`config.mk`:
```
export PLATFORM = sky130hd
export DESIGN_NAME = flex_counter_mode
export DESIGN_NICKNAME = d
export VERILOG_FILES = /design/src/rtl/flex_counter_pkg.sv /design/src/rtl/flex_counter_next.sv /design/src/rtl/flex_counter_mode.sv
export SDC_FILE = /design/constraint.sdc
export NUM_CORES = 1
export LEC_CHECK = 0
export CAP_MARGIN = 20
export CORE_AREA = 2 2 50 52
export CTS_BUF_LIST = sky130_fd_sc_hd__clkbuf_8
export DETAILED_ROUTE_END_ITERATION = 16
export DIE_AREA = 0 0 52 54
export GPL_ROUTABILITY_DRIVEN = 1
export PLACE_DENSITY = 0.88
export SLEW_MARGIN = 20
export SYNTH_ARGS = -nofsm -noshare
export SYNTH_HDL_FRONTEND = slang
export SYNTH_SLANG_ARGS = --single-unit
```
`constraint.sdc`:
```
create_clock -name clk -period 3.14 [get_ports clk]
set_clock_uncertainty 0.2 [all_clocks]
set_input_delay 0.314 -clock clk [delete_from_list [all_inputs] [get_ports clk]]
set_output_delay 0.314 -clock clk [all_outputs]
set_load 0.01 [all_outputs]
```
`src/rtl/flex_counter_pkg.sv`:
```
// rtl/flex_counter_pkg.sv - shared types and constants for the flex counter
package flex_counter_pkg;

    typedef enum logic [1:0] {
        IDLE = 2'd0,
        RUN  = 2'd1,
        DONE = 2'd2
    } cnt_state_t;

    localparam logic MODE_WRAP    = 1'b0;
    localparam logic MODE_ONESHOT = 1'b1;
    localparam logic DIR_UP       = 1'b0;
    localparam logic DIR_DOWN     = 1'b1;

endpackage

```
`src/rtl/flex_counter_next.sv`:
```
// rtl/flex_counter_next.sv - combinational next-count, wrap and terminal logic
module flex_counter_next
    import flex_counter_pkg::*;
#(
    parameter int NUM_CNT_BITS = 4
) (
    input  logic [NUM_CNT_BITS-1:0] i_count,
    input  cnt_state_t              i_state,
    input  logic                    i_clear,
    input  logic                    i_load,
    input  logic                    i_count_enable,
    input  logic                    i_count_down,
    input  logic                    i_mode,
    input  logic [NUM_CNT_BITS-1:0] i_load_val,
    input  logic [NUM_CNT_BITS-1:0] i_rollover_val,
    output logic [NUM_CNT_BITS-1:0] o_next_count,
    output cnt_state_t              o_next_state,
    output logic                    o_wrap,
    output logic                    o_flag,
    output logic                    o_done
);

    localparam logic [NUM_CNT_BITS-1:0] ONE = NUM_CNT_BITS'(1);

    logic                    w_step_en;
    logic                    w_at_term;
    logic [NUM_CNT_BITS-1:0] w_reload;
    logic [NUM_CNT_BITS-1:0] w_tv;

    // A zero rollover value freezes counting; load and clear stay live.
    assign w_step_en = i_count_enable && (i_rollover_val != '0);

    // Out-of-range values (above rollover going up, zero going down) count as terminal.
    assign w_at_term = (i_count_down == DIR_DOWN) ? (i_count <= ONE)
                                                  : (i_count >= i_rollover_val);

    // Value entered on a wrap, and also the first step out of IDLE.
    assign w_reload = (i_count_down == DIR_DOWN) ? i_rollover_val : ONE;

    // Terminal value for the direction being presented on this edge.
    assign w_tv = (i_count_down == DIR_DOWN) ? ONE : i_rollover_val;

    // Priority: clear > load > enabled step > hold.
    always_comb begin
        o_next_count = i_count;
        o_next_state = i_state;
        o_wrap       = 1'b0;
        o_done       = (i_state == DONE);
        if (i_clear) begin
            o_next_count = '0;
            o_next_state = IDLE;
            o_done       = 1'b0;
        end else if (i_load) begin
            o_next_count = i_load_val;
            o_next_state = RUN;
            o_done       = 1'b0;
        end else if (w_step_en) begin
            case (i_state)
                IDLE: begin
                    o_next_count = w_reload;
                    o_next_state = RUN;
                end
                RUN: begin
                    if (w_at_term) begin
                        if (i_mode == MODE_ONESHOT) begin
                            o_next_state = DONE;
                            o_done       = 1'b1;
                        end else begin
                            o_next_count = w_reload;
                            o_wrap       = 1'b1;
                        end
                    end else if (i_count_down == DIR_DOWN) begin
                        o_next_count = i_count - ONE;
                    end else begin
                        o_next_count = i_count + ONE;
                    end
                end
                default: begin
                    o_next_state = i_state;
                end
            endcase
        end
    end

    // Flag is computed on the next count so it lines up with count_out.
    assign o_flag = (o_next_count == w_tv) && (w_tv != '0);

endmodule

```
`src/rtl/flex_counter_mode.sv`:
```
// rtl/flex_counter_mode.sv - up/down wrap or one-shot counter with load and clear
module flex_counter_mode
    import flex_counter_pkg::*;
#(
    parameter int NUM_CNT_BITS = 4
) (
    input  logic                    clk,
    input  logic                    rst,
    input  logic                    clear,
    input  logic                    count_enable,
    input  logic                    count_down,
    input  logic                    mode,
    input  logic                    load,
    input  logic [NUM_CNT_BITS-1:0] load_val,
    input  logic [NUM_CNT_BITS-1:0] rollover_val,
    output logic [NUM_CNT_BITS-1:0] count_out,
    output logic                    rollover_flag,
    output logic                    wrap_pulse,
    output logic                    done,
    output logic                    busy
);

    cnt_state_t              r_state;
    logic [NUM_CNT_BITS-1:0] r_count;
    logic                    r_flag;
    logic                    r_wrap;
    logic                    r_done;

    cnt_state_t              w_next_state;
    logic [NUM_CNT_BITS-1:0] w_next_count;
    logic                    w_wrap;
    logic                    w_flag;
    logic                    w_done;

    flex_counter_next #(
        .NUM_CNT_BITS(NUM_CNT_BITS)
    ) u_next (
        .i_count       (r_count),
        .i_state       (r_state),
        .i_clear       (clear),
        .i_load        (load),
        .i_count_enable(count_enable),
        .i_count_down  (count_down),
        .i_mode        (mode),
        .i_load_val    (load_val),
        .i_rollover_val(rollover_val),
        .o_next_count  (w_next_count),
        .o_next_state  (w_next_state),
        .o_wrap        (w_wrap),
        .o_flag        (w_flag),
        .o_done        (w_done)
    );

    // State machine and registered outputs, all updated together on each edge.
    always_ff @(posedge clk or posedge rst) begin
        if (rst) begin
            r_state <= IDLE;
            r_count <= '0;
            r_flag  <= 1'b0;
            r_wrap  <= 1'b0;
            r_done  <= 1'b0;
        end else begin
            r_state <= w_next_state;
            r_count <= w_next_count;
            r_flag  <= w_flag;
            r_wrap  <= w_wrap;
            r_done  <= w_done;
        end
    end

    assign count_out     = r_count;
    assign rollover_flag = r_flag;
    assign wrap_pulse    = r_wrap;
    assign done          = r_done;
    assign busy          = (r_state == RUN);

endmodule
```
* After elaboration in Yosys (flattened, before gate mapping)
Cells that the tools add are included.
Cells by class: add/subtract/negate cells 2, $lt $le $gt $ge 2, eq/ne operators 5, mux-type cells 28, reductions and logical operators 8
Operators by type and width (number):
- $mux W4 | 8
- $mux W1 | 13
- $reduce_bool A4 Y1 | 3
- $mux W2 | 5
- $pmux W4 S2 | 1
- $add A4 B1 Y4 const B | 1
- $eq A4 B4 Y1 | 1
- $ge A4 B4 Y1 | 1
- $le A4 B1 Y1 const B | 1
- $ne A4 B3 Y1 const B | 1
- $ne A4 B4 Y1 const B | 1
- $pmux W2 S2 | 1
- $reduce_and A4 Y1 | 1
- $sub A4 B1 Y4 const B | 1
- $reduce_bool A3 Y1 | 1
- $eq A2 B1 Y1 const B | 1
- $eq A2 B2 Y1 const B | 1
- $logic_and A1 B1 Y1 | 2
- $logic_not A2 Y1 | 1
Storage, ports and cells: flip-flop bits (word level) 9, bits of input ports 15, output and inout bits 8, word-level logic and storage cells 50

* Longest topological paths before layout
depth in word-level cells 9, mapped depth 9, gate-level depth less buffers 9

* Cells and area by module
A second synthesis with hierarchy kept.
Second synthesis, totals: cells, all modules 117, area, all modules 992.2 um^2
Modules (own cells, without submodules):
- flex_counter_next | instances 1, cells each 106, area each 749.5 um^2, seq. area each 0.0 um^2
- flex_counter_mode | instances 1, cells each 11, area each 242.7 um^2, seq. area each 225.2 um^2

* Worst setup path after synthesis
No wires, ideal clock.
path kind flip-flop to flip-flop, start register r_count[0], in the netlist count_out[0], end register r_flag, in the netlist rollover_flag, setup time 107 ps, data arrival time 2660 ps, setup slack 173 ps, cell stages (with the launch flop) 10, path buffers 0, period minus slack after synthesis 2967 ps, cell sequence dfrtp_1 -> inv_1 -> ha_1 -> nor3b_1 -> o21ai_1 -> a221oi_2 -> o31ai_2 -> and3_1 -> or4_4 -> a2111oi_4
Between the ends: word-level cells in the longest chain between the ends 9, elaborated cells between the ends (all ways) 14, classes of those cells add/sub (2); order compare (2); eq/ne (1); mux (8); reduce/logical (1)
RTL lines:
- from (decl) | line flex_counter_mode.sv:24 | logic [NUM_CNT_BITS-1:0] r_count;
- from (signal assigned) | line flex_counter_mode.sv:64 | r_count <= w_next_count;
- $add A4 B1 Y4, or another cell as far along | line flex_counter_next.sv:75 | o_next_count = i_count + ONE;
- $mux W4 / $mux W1 (equally long branches) | line flex_counter_next.sv:72, flex_counter_next.sv:34
- $mux W4 | line flex_counter_next.sv:64 | if (w_at_term) begin
- $pmux W4 S2 | line flex_counter_next.sv:58 | case (i_state)
- $mux W4 (*) | line flex_counter_next.sv:57 | end else if (w_step_en) begin
- $mux W4 (*) | line flex_counter_next.sv:53 | end else if (i_load) begin
- $mux W4 (*) | line flex_counter_next.sv:49 | if (i_clear) begin
- $eq A4 B4 Y1 (*) | line flex_counter_next.sv:86 | assign o_flag = (o_next_count == w_tv) && (w_tv != '0);
- $logic_and A1 B1 Y1 (*) | line flex_counter_next.sv:86
- named net u_next.o_flag | line flex_counter_next.sv:19 | output logic o_flag,
- to (signal assigned) | line flex_counter_mode.sv:65 | r_flag <= w_flag;
- to (decl) | line flex_counter_mode.sv:25 | logic r_flag;
The timed path passes the listed nets; every way through them passes the cells marked *. A chain may end at the register's enable or synchronous reset.

* Worst setup path in the final report
start input port rollover_val[3], end register r_count[3], in the netlist count_out[3]
Between the ends: word-level cells in the longest chain between the ends 7, elaborated cells between the ends (all ways) 11, classes of those cells order compare (1); mux (8); reduce/logical (2)
RTL lines:
- from (decl) | line flex_counter_mode.sv:15 | input logic [NUM_CNT_BITS-1:0] rollover_val,
- $ge A4 B4 Y1 / $mux W4 (equally long branches) | line flex_counter_next.sv:35, flex_counter_next.sv:38
- $mux W1 / $mux W4 (equally long branches) | line flex_counter_next.sv:34, flex_counter_next.sv:65
- $mux W4 | line flex_counter_next.sv:64
- $pmux W4 S2 | line flex_counter_next.sv:58
- $mux W4 (*) | line flex_counter_next.sv:57
- $mux W4 (*) | line flex_counter_next.sv:53
- $mux W4 (*) | line flex_counter_next.sv:49
- named net u_next.o_next_count[3] | line flex_counter_next.sv:16 | output logic [NUM_CNT_BITS-1:0] o_next_count,
Marks and branches as above.

==> impl_metrics.tcl <==
set metrics [dict create \
    synth-edff-count 0 \
    synth-warning-count 0 \
    dr.pass1.iters 4 \
    place.gp.congestion 1.10 \
    dr_total_vias 1455 \
    clk_pin_slew_ns 0.04 \
    reg2regPathDepth 11 \
    postRouteWirelength_mm 4.28 \
    fin_area_um2 1640 \
    vdd_ir_drop_max_mv 0.371 \
    synth_most_common_cell "nand2_1" \
    drv_slew 0 \
    top_usage_layer "met2" \
    p_switching_w 0.000185 \
    finalSetupViolations 0 \
    worstPathMaxFanout 4 \
    grt-ovfl-total 0 \
    yosys_register_bits 9 \
    rows 18 \
    maxSlewHeadroom_pct 64.4 \
    synth_top_cell_area_share_pct 19.5 \
    cp.arrival_ns 2.97 \
    clock_power_share_pct 25.1 \
    worst_pin_slew_ns 0.531 \
    yosysTopAreaCell "dfrtp_1" \
    root_buffer "clkbuf_8" \
    yosys-mux-area-fraction_pct 1.85 \
    p_comb_share_pct 48.9 \
    synth_compound_area_share_pct 31.9 \
    postPlaceCellArea_um2 1550 \
    drive_gt1_share_pct 24.5 \
    hold_class "in -> async" \
    synth-seq-area-share_pct 19.5 \
    instances_no_fill 222 \
    synthesis.nets 169 \
    htreeDepth 1 \
    cp.required_ns 3.02 \
    synth_common_cells "nand2_1 (15), inv_1 (11), dfrtp_1 (9), nor2_1 (9), o21ai_0 (9)" \
    grtUsageMet3_pct 6.67 \
    netSwitchingFraction_pct 36.1 \
    seqPwrFrac_pct 26.0 \
    syn-mean-instance-area_um2 7.84 \
    vias_per_cell 6.55 \
    dp_cells 217 \
    layout_setup_ws_ns 0.0496 \
    core_um2 2320 \
    yosys.area_share.simple_pct 30.0 \
    synth-xor-area-share_pct 0.760 \
    avgRoutedWirePerCell_um 19.3 \
    cts_buffers 3 \
    syn_inst 147 \
    cts_max_path_buffers 2 \
    synth_top_family_by_area "compound AO/OA/AOI/OAI gates" \
    async_flop_share_pct 100 \
    cp-end-kind "flip-flop" \
    grt_pass1_vias 1357 \
    die_y_um 54 \
    timing.final.crit_share_pct 98.4 \
    grt_use_total_pct 30.2 \
    portBuffers 22 \
    use_met2_pct 50.6 \
    die_width_um 52 \
    cts_hold_buf 0 \
    dp_slack_ns -0.166 \
    gr-usage-met1_pct 37.4 \
    grt_max_degree 15 \
    power.internal_w 0.000327 \
    synth.area.top_cells "dfrtp_1 (20%), ha_1 (7.6%), nand2_1 (4.9%)" \
    status "finished clean" \
    dp_hpwl_mm 3.22 \
    grt_setup_unrepaired "false" \
    hold_viol_final 0 \
    die_area_um2 2810 \
    route.detailed.drc 0 \
    nets 215 \
    cts_sinks 9 \
    startpoint_type "input pin" \
    synthAdderAreaFrac_pct 7.60 \
    tritoncts "done" \
    synthToLayoutAreaGrowth_pct 42.7 \
    drt_iter0_markers 71 \
    insertion_delay_ns 0.23 \
    io_pins 23 \
    grt_pass1_wl_mm 6.25 \
    fillCellCount 188 \
    layout_min_cycle_time_ns 3.09 \
    r2r_start "count_out[0]" \
    antenna_found_initial 0 \
    antenna_left 0 \
    cp-startpoint "rollover_val[3]" \
    leakage_nw 0.716 \
    max_freq_ghz 0.324 \
    n_antenna_cell 0 \
    critPathKind "in -> reg" \
    maxCapViolCount 0 \
    initial_core_util_pct 49.7 \
    ys_types 50 \
    ys.flop_type "dfrtp_1" \
    synth_area_um2 1150 \
    power_density_nw_per_um2 311 \
]
[cells in the final DEF, fill, tap and decap left out, types with 3 or more instances in the layout]
master           instances
and3_1                   4
nand2_1                 15
dfrtp_1                  9
ha_1                     7
nor3_1                   7
inv_1                   12
nand2b_1                 3
buf_4                   27
nand3_1                  3
clkbuf_8                 3
a21oi_1                  8
o21ai_0                  9
nor2_1                   9
nor4_1                   7
clkdlybuf4s50_1         22
[per-stage QoR]
| step | power, W | utilization (%) | hold slack [ns] | setup TNS, ns |
|---|---|---|---|---|
| finish | 0.000512 | 70.9 | 0.144 | 0 |
| global route | 0.000537 | 70.9 | 0.207 | 0 |
| global placement | 0.000357 | 66.8 | 0.384 | -0.175 |
| detailed placement | 0.000363 | 66.8 | 0.400 | -0.255 |
| CTS | 0.000493 | 68.8 | 0.157 | 0 |
| floorplan | 0.000260 | - | -0.0581 | 0 |
[what timing repair did]
item / in CTS / in global routing
setup endpoints to repair: 0 / 1
buffers inserted: 0 / 1
gates resized for setup: 0 / 8
[critical path: stages]
cell,delay [ns]
clkdlybuf4s50_1,0.47
inv_1,0.06
ha_1,0.32
a211oi_2,0.27
buf_4,0.17
o21a_2,0.21
buf_4,0.15
nor3_1,0.07
o21ai_1,0.17
a21oi_1,0.12
a211oi_1,0.49
a211oi_1,0.15
[cell families after synthesis]
logic type               count (synthesis)
AND/OR/NAND/NOR                         62
multiplexers                             2
flip-flops                               9
adder cells (fa/ha/maj)                  7
XOR/XNOR                                 1
buffers and inverters                   19
AO/OA/AOI/OAI                           47
[final cells by class]
type | instances | area (µm²) | share of cell area, %
clock buffer | 3 | 41.3 | 2.51
clock inverter | 1 | 3.75 | 0.228
inverter | 11 | 41.3 | 2.51
multi-input combinational | 119 | 872 | 53.0
sequential | 9 | 225 | 13.7
tap | 30 | 37.5 | 2.28
timing repair buffer | 49 | 423 | 25.7
[path summary, 6_finish.rpt]
kind                            slack [ns]      endpoint
worst max-delay path                  0.05  count_out[3]
worst min-delay path                  0.14          done
worst max register to register        0.24  count_out[3]
worst min register to register        0.58    r_state[1]
max in group asynchronous             2.35    r_state[0]
min in group clk                      0.57  count_out[2]
[sequential cells by signal, indices dropped and copies added, names as in the netlist]
| register | count |
|---|---|
| done | 1 |
| r_state | 2 |
| count_out | 4 |
| wrap_pulse | 1 |
| rollover_flag | 1 |
[power by group through the flow]
stage               combinational, W  clock (W)  sequential, W
global route                0.000266   0.000138       0.000133
detailed placement          0.000230          0       0.000134
global placement            0.000223          0       0.000133
finish                      0.000250   0.000128       0.000133
floorplan                   0.000125          0       0.000136
CTS                         0.000231   0.000130       0.000132
[per-layer routing]
| metal | part of all wire (%) | up-vias |
|---|---|---|
| met2 | 48 | 109 |
| met3 | 8.9 | 27 |
| met1 | 38 | 673 |
| met5 | 0 | - |
| met4 | 5.0 | 0 |
| li1 | - | 646 |
Note: power is estimated with default switching activity, not from simulation.
